File: config.mk
export PLATFORM = sky130hd
export DESIGN_NAME = lzc_norm_pipe
export DESIGN_NICKNAME = d
export VERILOG_FILES = /design/src/rtl/lzc_norm_pipe_pkg.sv /design/src/rtl/lzc_group.sv /design/src/rtl/lzc_norm_pipe.sv
export SDC_FILE = /design/constraint.sdc
export NUM_CORES = 1
export LEC_CHECK = 0
export BUFFER_PORTS_ARGS = -buffer_cell sky130_fd_sc_hd__buf_2
export CAP_MARGIN = 30
export CORE_ASPECT_RATIO = 0.5
export CORE_MARGIN = 1
export CORE_UTILIZATION = 45
export CTS_BUF_LIST = sky130_fd_sc_hd__clkbuf_8
export CTS_CLUSTER_SIZE = 40
export DETAILED_ROUTE_END_ITERATION = 10
export PLACE_DENSITY_LB_ADDON = 0.12
export SYNTH_ARGS = -nofsm -noshare
export SYNTH_HDL_FRONTEND = slang
export SYNTH_SLANG_ARGS = --single-unit
File: constraint.sdc
create_clock -name clock -period 3.8 [get_ports clock]
set_input_delay 0.57 -clock clock [delete_from_list [all_inputs] [get_ports clock]]
set_output_delay 0.57 -clock clock [all_outputs]
set_load 0.01 [all_outputs]
File: src/rtl/lzc_norm_pipe_pkg.sv
// Shared ALU utility definitions for the leading/trailing-zero count and normalise pipeline.
package lzc_norm_pipe_pkg;

  // Bits examined by one lzc_group instance
  localparam int unsigned GRP = 8;

  // Count mode as carried on in_ctz
  typedef enum logic {
    MODE_CLZ = 1'b0,
    MODE_CTZ = 1'b1
  } mode_e;

  // Width of a count that must reach w (the all-zero case)
  function automatic int unsigned cw_of(int unsigned w);
    return $clog2(w + 1);
  endfunction

  // Number of groups needed to cover w bits
  function automatic int unsigned num_groups(int unsigned w);
    return (w + GRP - 1) / GRP;
  endfunction

  // Width of group g; only the top group can be partial
  function automatic int unsigned grp_width(int unsigned w, int unsigned g);
    return ((w - g * GRP) >= GRP) ? GRP : (w - g * GRP);
  endfunction

endpackage

File: src/rtl/lzc_group.sv
// Zero count and nonzero flag for one group of up to 8 bits, CLZ or CTZ.
module lzc_group
  import lzc_norm_pipe_pkg::*;
#(
  parameter int unsigned GW = 8
) (
  input  logic [GW-1:0] i_data,
  input  logic          i_ctz,
  output logic [3:0]    o_cnt,
  output logic          o_nz
);

  // Priority scan: later hits overwrite, so CLZ settles on the highest set bit
  // and CTZ (scanned top-down) on the lowest; both reduce to count = GW-1-k.
  always_comb begin
    o_cnt = 4'(GW);
    o_nz  = |i_data;
    for (int unsigned k = 0; k < GW; k++) begin
      if (mode_e'(i_ctz) == MODE_CLZ) begin
        if (i_data[k]) o_cnt = 4'(GW - 1 - k);
      end else begin
        if (i_data[GW-1-k]) o_cnt = 4'(GW - 1 - k);
      end
    end
  end

endmodule

File: src/rtl/lzc_norm_pipe.sv
// Elastic 1- or 2-stage leading/trailing zero counter with normalising shift.
module lzc_norm_pipe
  import lzc_norm_pipe_pkg::*;
#(
  parameter  int unsigned WIDTH  = 24,
  parameter  int unsigned STAGES = 2,
  localparam int unsigned CW     = cw_of(WIDTH)
) (
  input  logic             clock,
  input  logic             reset,
  input  logic             flush,
  input  logic             in_valid,
  output logic             in_ready,
  input  logic [WIDTH-1:0] in_data,
  input  logic             in_ctz,
  output logic             out_valid,
  input  logic             out_ready,
  output logic [CW-1:0]    out_count,
  output logic             out_zero,
  output logic [WIDTH-1:0] out_norm
);

  localparam int unsigned NG = num_groups(WIDTH);

  logic [NG*4-1:0]  w_g_cnt;
  logic [NG-1:0]    w_g_nz;
  logic [NG*4-1:0]  w_s_cnt;
  logic [NG-1:0]    w_s_nz;
  logic [WIDTH-1:0] w_s_data;
  logic             w_s_ctz;
  logic             w_s_v;
  logic [CW-1:0]    w_f_count;
  logic             w_f_zero;
  logic [WIDTH-1:0] w_f_norm;
  logic             w_out_adv;
  logic             w_in_fire;

  logic             r_live;
  logic             r_ov;
  logic [CW-1:0]    r_count;
  logic             r_zero;
  logic [WIDTH-1:0] r_norm;

  for (genvar g = 0; g < NG; g++) begin : g_grp
    localparam int unsigned GW = grp_width(WIDTH, g);
    lzc_group #(.GW(GW)) u_grp (
      .i_data (in_data[g*GRP +: GW]),
      .i_ctz  (in_ctz),
      .o_cnt  (w_g_cnt[g*4 +: 4]),
      .o_nz   (w_g_nz[g])
    );
  end

  assign w_out_adv = !r_ov || out_ready;
  assign w_in_fire = in_valid && in_ready && !flush;

  if (STAGES == 2) begin : g_two
    logic             r_s1_v;
    logic [WIDTH-1:0] r_s1_data;
    logic             r_s1_ctz;
    logic [NG*4-1:0]  r_s1_cnt;
    logic [NG-1:0]    r_s1_nz;
    logic             w_s1_adv;

    assign w_s1_adv = !r_s1_v || w_out_adv;
    assign in_ready = r_live && w_s1_adv;

    // Stage-1 occupancy: killed by flush, refilled whenever it can move on
    always_ff @(posedge clock or negedge reset) begin
      if (!reset)        r_s1_v <= 1'b0;
      else if (flush)    r_s1_v <= 1'b0;
      else if (w_s1_adv) r_s1_v <= w_in_fire;
    end

    // Stage-1 datapath: group counts, operand and mode, loaded only on acceptance
    always_ff @(posedge clock or negedge reset) begin
      if (!reset) begin
        r_s1_data <= '0;
        r_s1_ctz  <= 1'b0;
        r_s1_cnt  <= '0;
        r_s1_nz   <= '0;
      end else if (w_in_fire) begin
        r_s1_data <= in_data;
        r_s1_ctz  <= in_ctz;
        r_s1_cnt  <= w_g_cnt;
        r_s1_nz   <= w_g_nz;
      end
    end

    assign w_s_v    = r_s1_v;
    assign w_s_data = r_s1_data;
    assign w_s_ctz  = r_s1_ctz;
    assign w_s_cnt  = r_s1_cnt;
    assign w_s_nz   = r_s1_nz;
  end else begin : g_one
    assign in_ready = r_live && w_out_adv;
    assign w_s_v    = w_in_fire;
    assign w_s_data = in_data;
    assign w_s_ctz  = in_ctz;
    assign w_s_cnt  = w_g_cnt;
    assign w_s_nz   = w_g_nz;
  end

  // Pick the first nonzero group from the counting end, add its offset, then shift
  always_comb begin
    w_f_count = CW'(WIDTH);
    w_f_zero  = 1'b1;
    w_f_norm  = '0;
    for (int unsigned k = 0; k < NG; k++) begin
      if (mode_e'(w_s_ctz) == MODE_CLZ) begin
        if (w_s_nz[k]) begin
          w_f_count = CW'(WIDTH - k * GRP - grp_width(WIDTH, k) + 32'(w_s_cnt[k*4 +: 4]));
          w_f_zero  = 1'b0;
        end
      end else begin
        if (w_s_nz[NG-1-k]) begin
          w_f_count = CW'((NG - 1 - k) * GRP + 32'(w_s_cnt[(NG-1-k)*4 +: 4]));
          w_f_zero  = 1'b0;
        end
      end
    end
    if (!w_f_zero) begin
      w_f_norm = (mode_e'(w_s_ctz) == MODE_CTZ) ? (w_s_data >> w_f_count)
                                                : (w_s_data << w_f_count);
    end
  end

  // Output occupancy and the post-reset enable that gates in_ready
  always_ff @(posedge clock or negedge reset) begin
    if (!reset) begin
      r_live <= 1'b0;
      r_ov   <= 1'b0;
    end else begin
      r_live <= 1'b1;
      if (flush)          r_ov <= 1'b0;
      else if (w_out_adv) r_ov <= w_s_v;
    end
  end

  // Output datapath: held while stalled, loaded only when a result enters
  always_ff @(posedge clock or negedge reset) begin
    if (!reset) begin
      r_count <= '0;
      r_zero  <= 1'b0;
      r_norm  <= '0;
    end else if (w_s_v && w_out_adv && !flush) begin
      r_count <= w_f_count;
      r_zero  <= w_f_zero;
      r_norm  <= w_f_norm;
    end
  end

  assign out_valid = r_ov;
  assign out_count = r_count;
  assign out_zero  = r_zero;
  assign out_norm  = r_norm;

endmodule

==> results.yml <==
outcome:
  status: "finished clean"
drt:
  finalWirelength_um: 25800
  post_drt_wl_per_cell_um: 24.5
  wl_met1_um: 11600
  remaining_drc_errors: 0
  highest_layer: "met4"
  wl_met3_um: 3320
  wl_met2_um: 10400
  vias: 7107
  via_per_inst: 6.72
  ant_nets: 0
  dr.pass1.iters: 6
  drt-initial-drc-count: 1097
cts:
  clk_path_buf_depth: 2
  clk-insertion-delay-late_ns: 0.38
  post_cts_buffers: 0
  clock-sinks: 73
  cts_hold_buf: 0
  cts_root_buf: "clkbuf_8"
  clkTransAtPathRegs_ns: 0.09
  cts_tree: "built"
  ctsResizeCount: 0
  htreeDepth: 3
  cts_made_buffers: 9
grt:
  grt_max_degree: 74
  grt_util_all_layers_pct: 35.9
  antenna_found_initial: 0
  grt_pass1_wl_um: 39500
  grt_pass1_vias: 6418
  grt_overflow: 0
sta:
  setup-tns-final_ns: 0
  maxSlewViolCount: 0
  fmax_mhz: 302
  period_share_pct: 87.2
  hold_viol_final: 0
  grt_setup_unrepaired: "no"
  min_period_ns: 3.31
  finalWorstSetupSlack_ns: 0.488
  relSlewSlack_pct: 36.3
  tightest_slew_ns: 0.952
  skew_ns: 0.0142
  setup_viol: 0
synthesis:
  netlist_instances: 829
  syn_avg_cell_area_um2: 7.75
  synth_enable_flop_cells: 0
  yosys-top-cells-count: "nand2_1, dfrtp_1, a21oi_1, nor2_1"
  synth-main-ff-cell: "dfrtp_1"
  ys_seq_area_share_pct: 28.4
  yosysUniqueCellTypes: 71
  synth_area_leaders: "dfrtp_1, nand2_1, mux2i_1"
  syn_area_um2: 6430
  yosysMostFrequentCell: "nand2_1"
  synth_area_leader_cell: "dfrtp_1"
  synth.top_cell.area_share_pct: 28.4
  yosys_register_bits: 73
  syn_nets: 859
  async_reset_ff_share_pct: 100
  ys_warn_count: 0
pwr:
  internal_power_mw: 2.02
  pwr-share-seq_pct: 28.8
  vdd_ir_drop_max_v: 0.000192
  combPwrFrac_pct: 55.6
  netSwitchingFraction_pct: 49.3
  leakage_nw: 3.18
  power_frac_clock_pct: 15.6
  p_sw_mw: 1.96
  cellPowerDensity_nw_per_um2: 557
worst_setup_path:
  critPathMaxFanout: 25
  worst_setup_path_start_kind: "register"
  path_cells: "a211oi_1 -> or2_0 -> nor3_4 -> buf_12 -> nor2_1 -> o22ai_1 -> a22oi_1 -> or4_1 -> a31oi_1"
  cp_top_family: "simple AND/OR/NAND/NOR gates"
  rr_startpoint: "g_two.r_s1_nz[2]"
  crit_start: "g_two.r_s1_nz[2]"
  crit_required_ns: 4.10
  crit_arrival_ns: 3.61
  worst_setup_path_end_kind: "register"
  max_stage_delay_ns: 0.57
  slowest_stage: "dfrtp_1"
  critical_path_class: "reg2reg"
  path_buf_inv: 1
placement:
  place_congestion: 1.02
  preCtsSetupSlack_ns: 0.602
  portBuffers: 61
  dp.final_hpwl_um: 18700
finish:
  drive_gt1_share_pct: 19.1
  n_antenna_cell: 0
  area_growth_syn_to_layout_pct: 11.2
  final_nets: 890
die:
  die_area_um2: 14800
  ios: 62
  rows: 30
  initial_core_util_pct: 46.8
  die_w_um: 171
  die_h_um: 86.5
  core-area_um2: 13700
min_path:
  min-delay-start: "flush"
  worst_hold_path_type: "in2reg"
job:
  maxCapViolCount: 0
==> layout by cell type, fill, tap and decap left out, drive strengths merged, types with 4 or more instances in the layout <==
cell type and instances:
a21oi 58, mux2i 51, nor2 57, o21bai 4, o221ai 4, a311oi 7
o21a 8, nor3 23, dfrtp 73, nand2 140, or3 10, o21ai 53
clkbuf 10, nor4 6, a211oi 13, o31ai 9, a22oi 8, nand3 22
and3 9, nor3b 4, buf 98, a31oi 20, a21o 5, a22o 5
o22a 5, a32oi 10, nor2b 5, o211ai 14, inv 23, o22ai 15
o2111ai 5, mux2 32, a221oi 11
==> worst register-to-register path, cell delays in order, from the launching register on <==
cell,delay (ns)
dfrtp_1,0.57
a211oi_1,0.15
or2_0,0.38
nor3_4,0.42
buf_12,0.23
nor2_1,0.11
o22ai_1,0.40
a22oi_1,0.28
or4_1,0.52
a31oi_1,0.18
==> per-stage QoR <==
step                util [%]  std cells  total power, mW  hold WS (ns)  instance area (um^2)
floorplan                  -        829             2.51         0.274                  6430
global placement        50.4       1039             3.26         0.458                  6920
detailed placement      50.4       1039             3.26         0.465                  6920
CTS                     51.7       1055             3.88         0.362                  7110
global route            52.0       1057             4.16         0.365                  7140
finish                  52.0       1057             3.98         0.365                  7140
==> final timing paths <==
check                               end  slack (ns)  depth (start not counted)
max reg2reg                out_norm[21]        0.49                          9
max                        out_norm[21]        0.49                          9
min                           out_valid        0.37                          2
max in group asynchronous  out_norm[10]        2.69                          3
min reg2reg                out_count[3]        0.48                          2
min in group asynchronous     out_valid        0.53                          2
==> logic make-up after synthesis <==
group / after synthesis / share of synthesized area, %
AO/OA/AOI/OAI: 281 / 29.5
buffers and inverters: 100 / 7.05
flip-flops: 73 / 28.4
multiplexers: 86 / 14.7
other: 1 / 0.0584
AND/OR/NAND/NOR: 288 / 20.3
==> power groups by stage <==
stage                     combinational (mW)  sequential, mW  clock (mW)
after floorplan                         1.44            1.07           0
after global placement                  2.11            1.15           0
after detailed placement                2.10            1.16           0
after CTS                               2.11            1.14       0.624
after global routing                    2.34            1.16       0.656
final                                   2.21            1.15       0.621
==> routing by layer <==
| layer | track usage [%] | up-vias |
|---|---|---|
| met1 | 52.8 | 3381 |
| li1 | - | 3161 |
| met2 | 50.9 | 494 |
| met3 | 10.4 | 71 |
| met5 | 0 | - |
| met4 | 8.77 | 0 |
==> state kept, by name, indices dropped and copies added (netlist names) <==
register / flops
g_two.r_s1_data: 24
out_zero: 1
r_live: 1
out_norm: 24
g_two.r_s1_nz: 3
g_two.r_s1_v: 1
out_count: 5
out_valid: 1
g_two.r_s1_cnt: 12
g_two.r_s1_ctz: 1
==> final cells by class <==
| type | count | area [um^2] |
|---|---|---|
| clock inverter | 6 | 48.8 |
| inverter | 21 | 78.8 |
| tap | 192 | 240 |
| timing repair buffer | 99 | 641 |
| sequential | 73 | 1830 |
| fill | 1349 | 6590 |
| clock buffer | 10 | 138 |
| multi-input combinational | 656 | 4170 |
(Power assumes the default switching activity.)
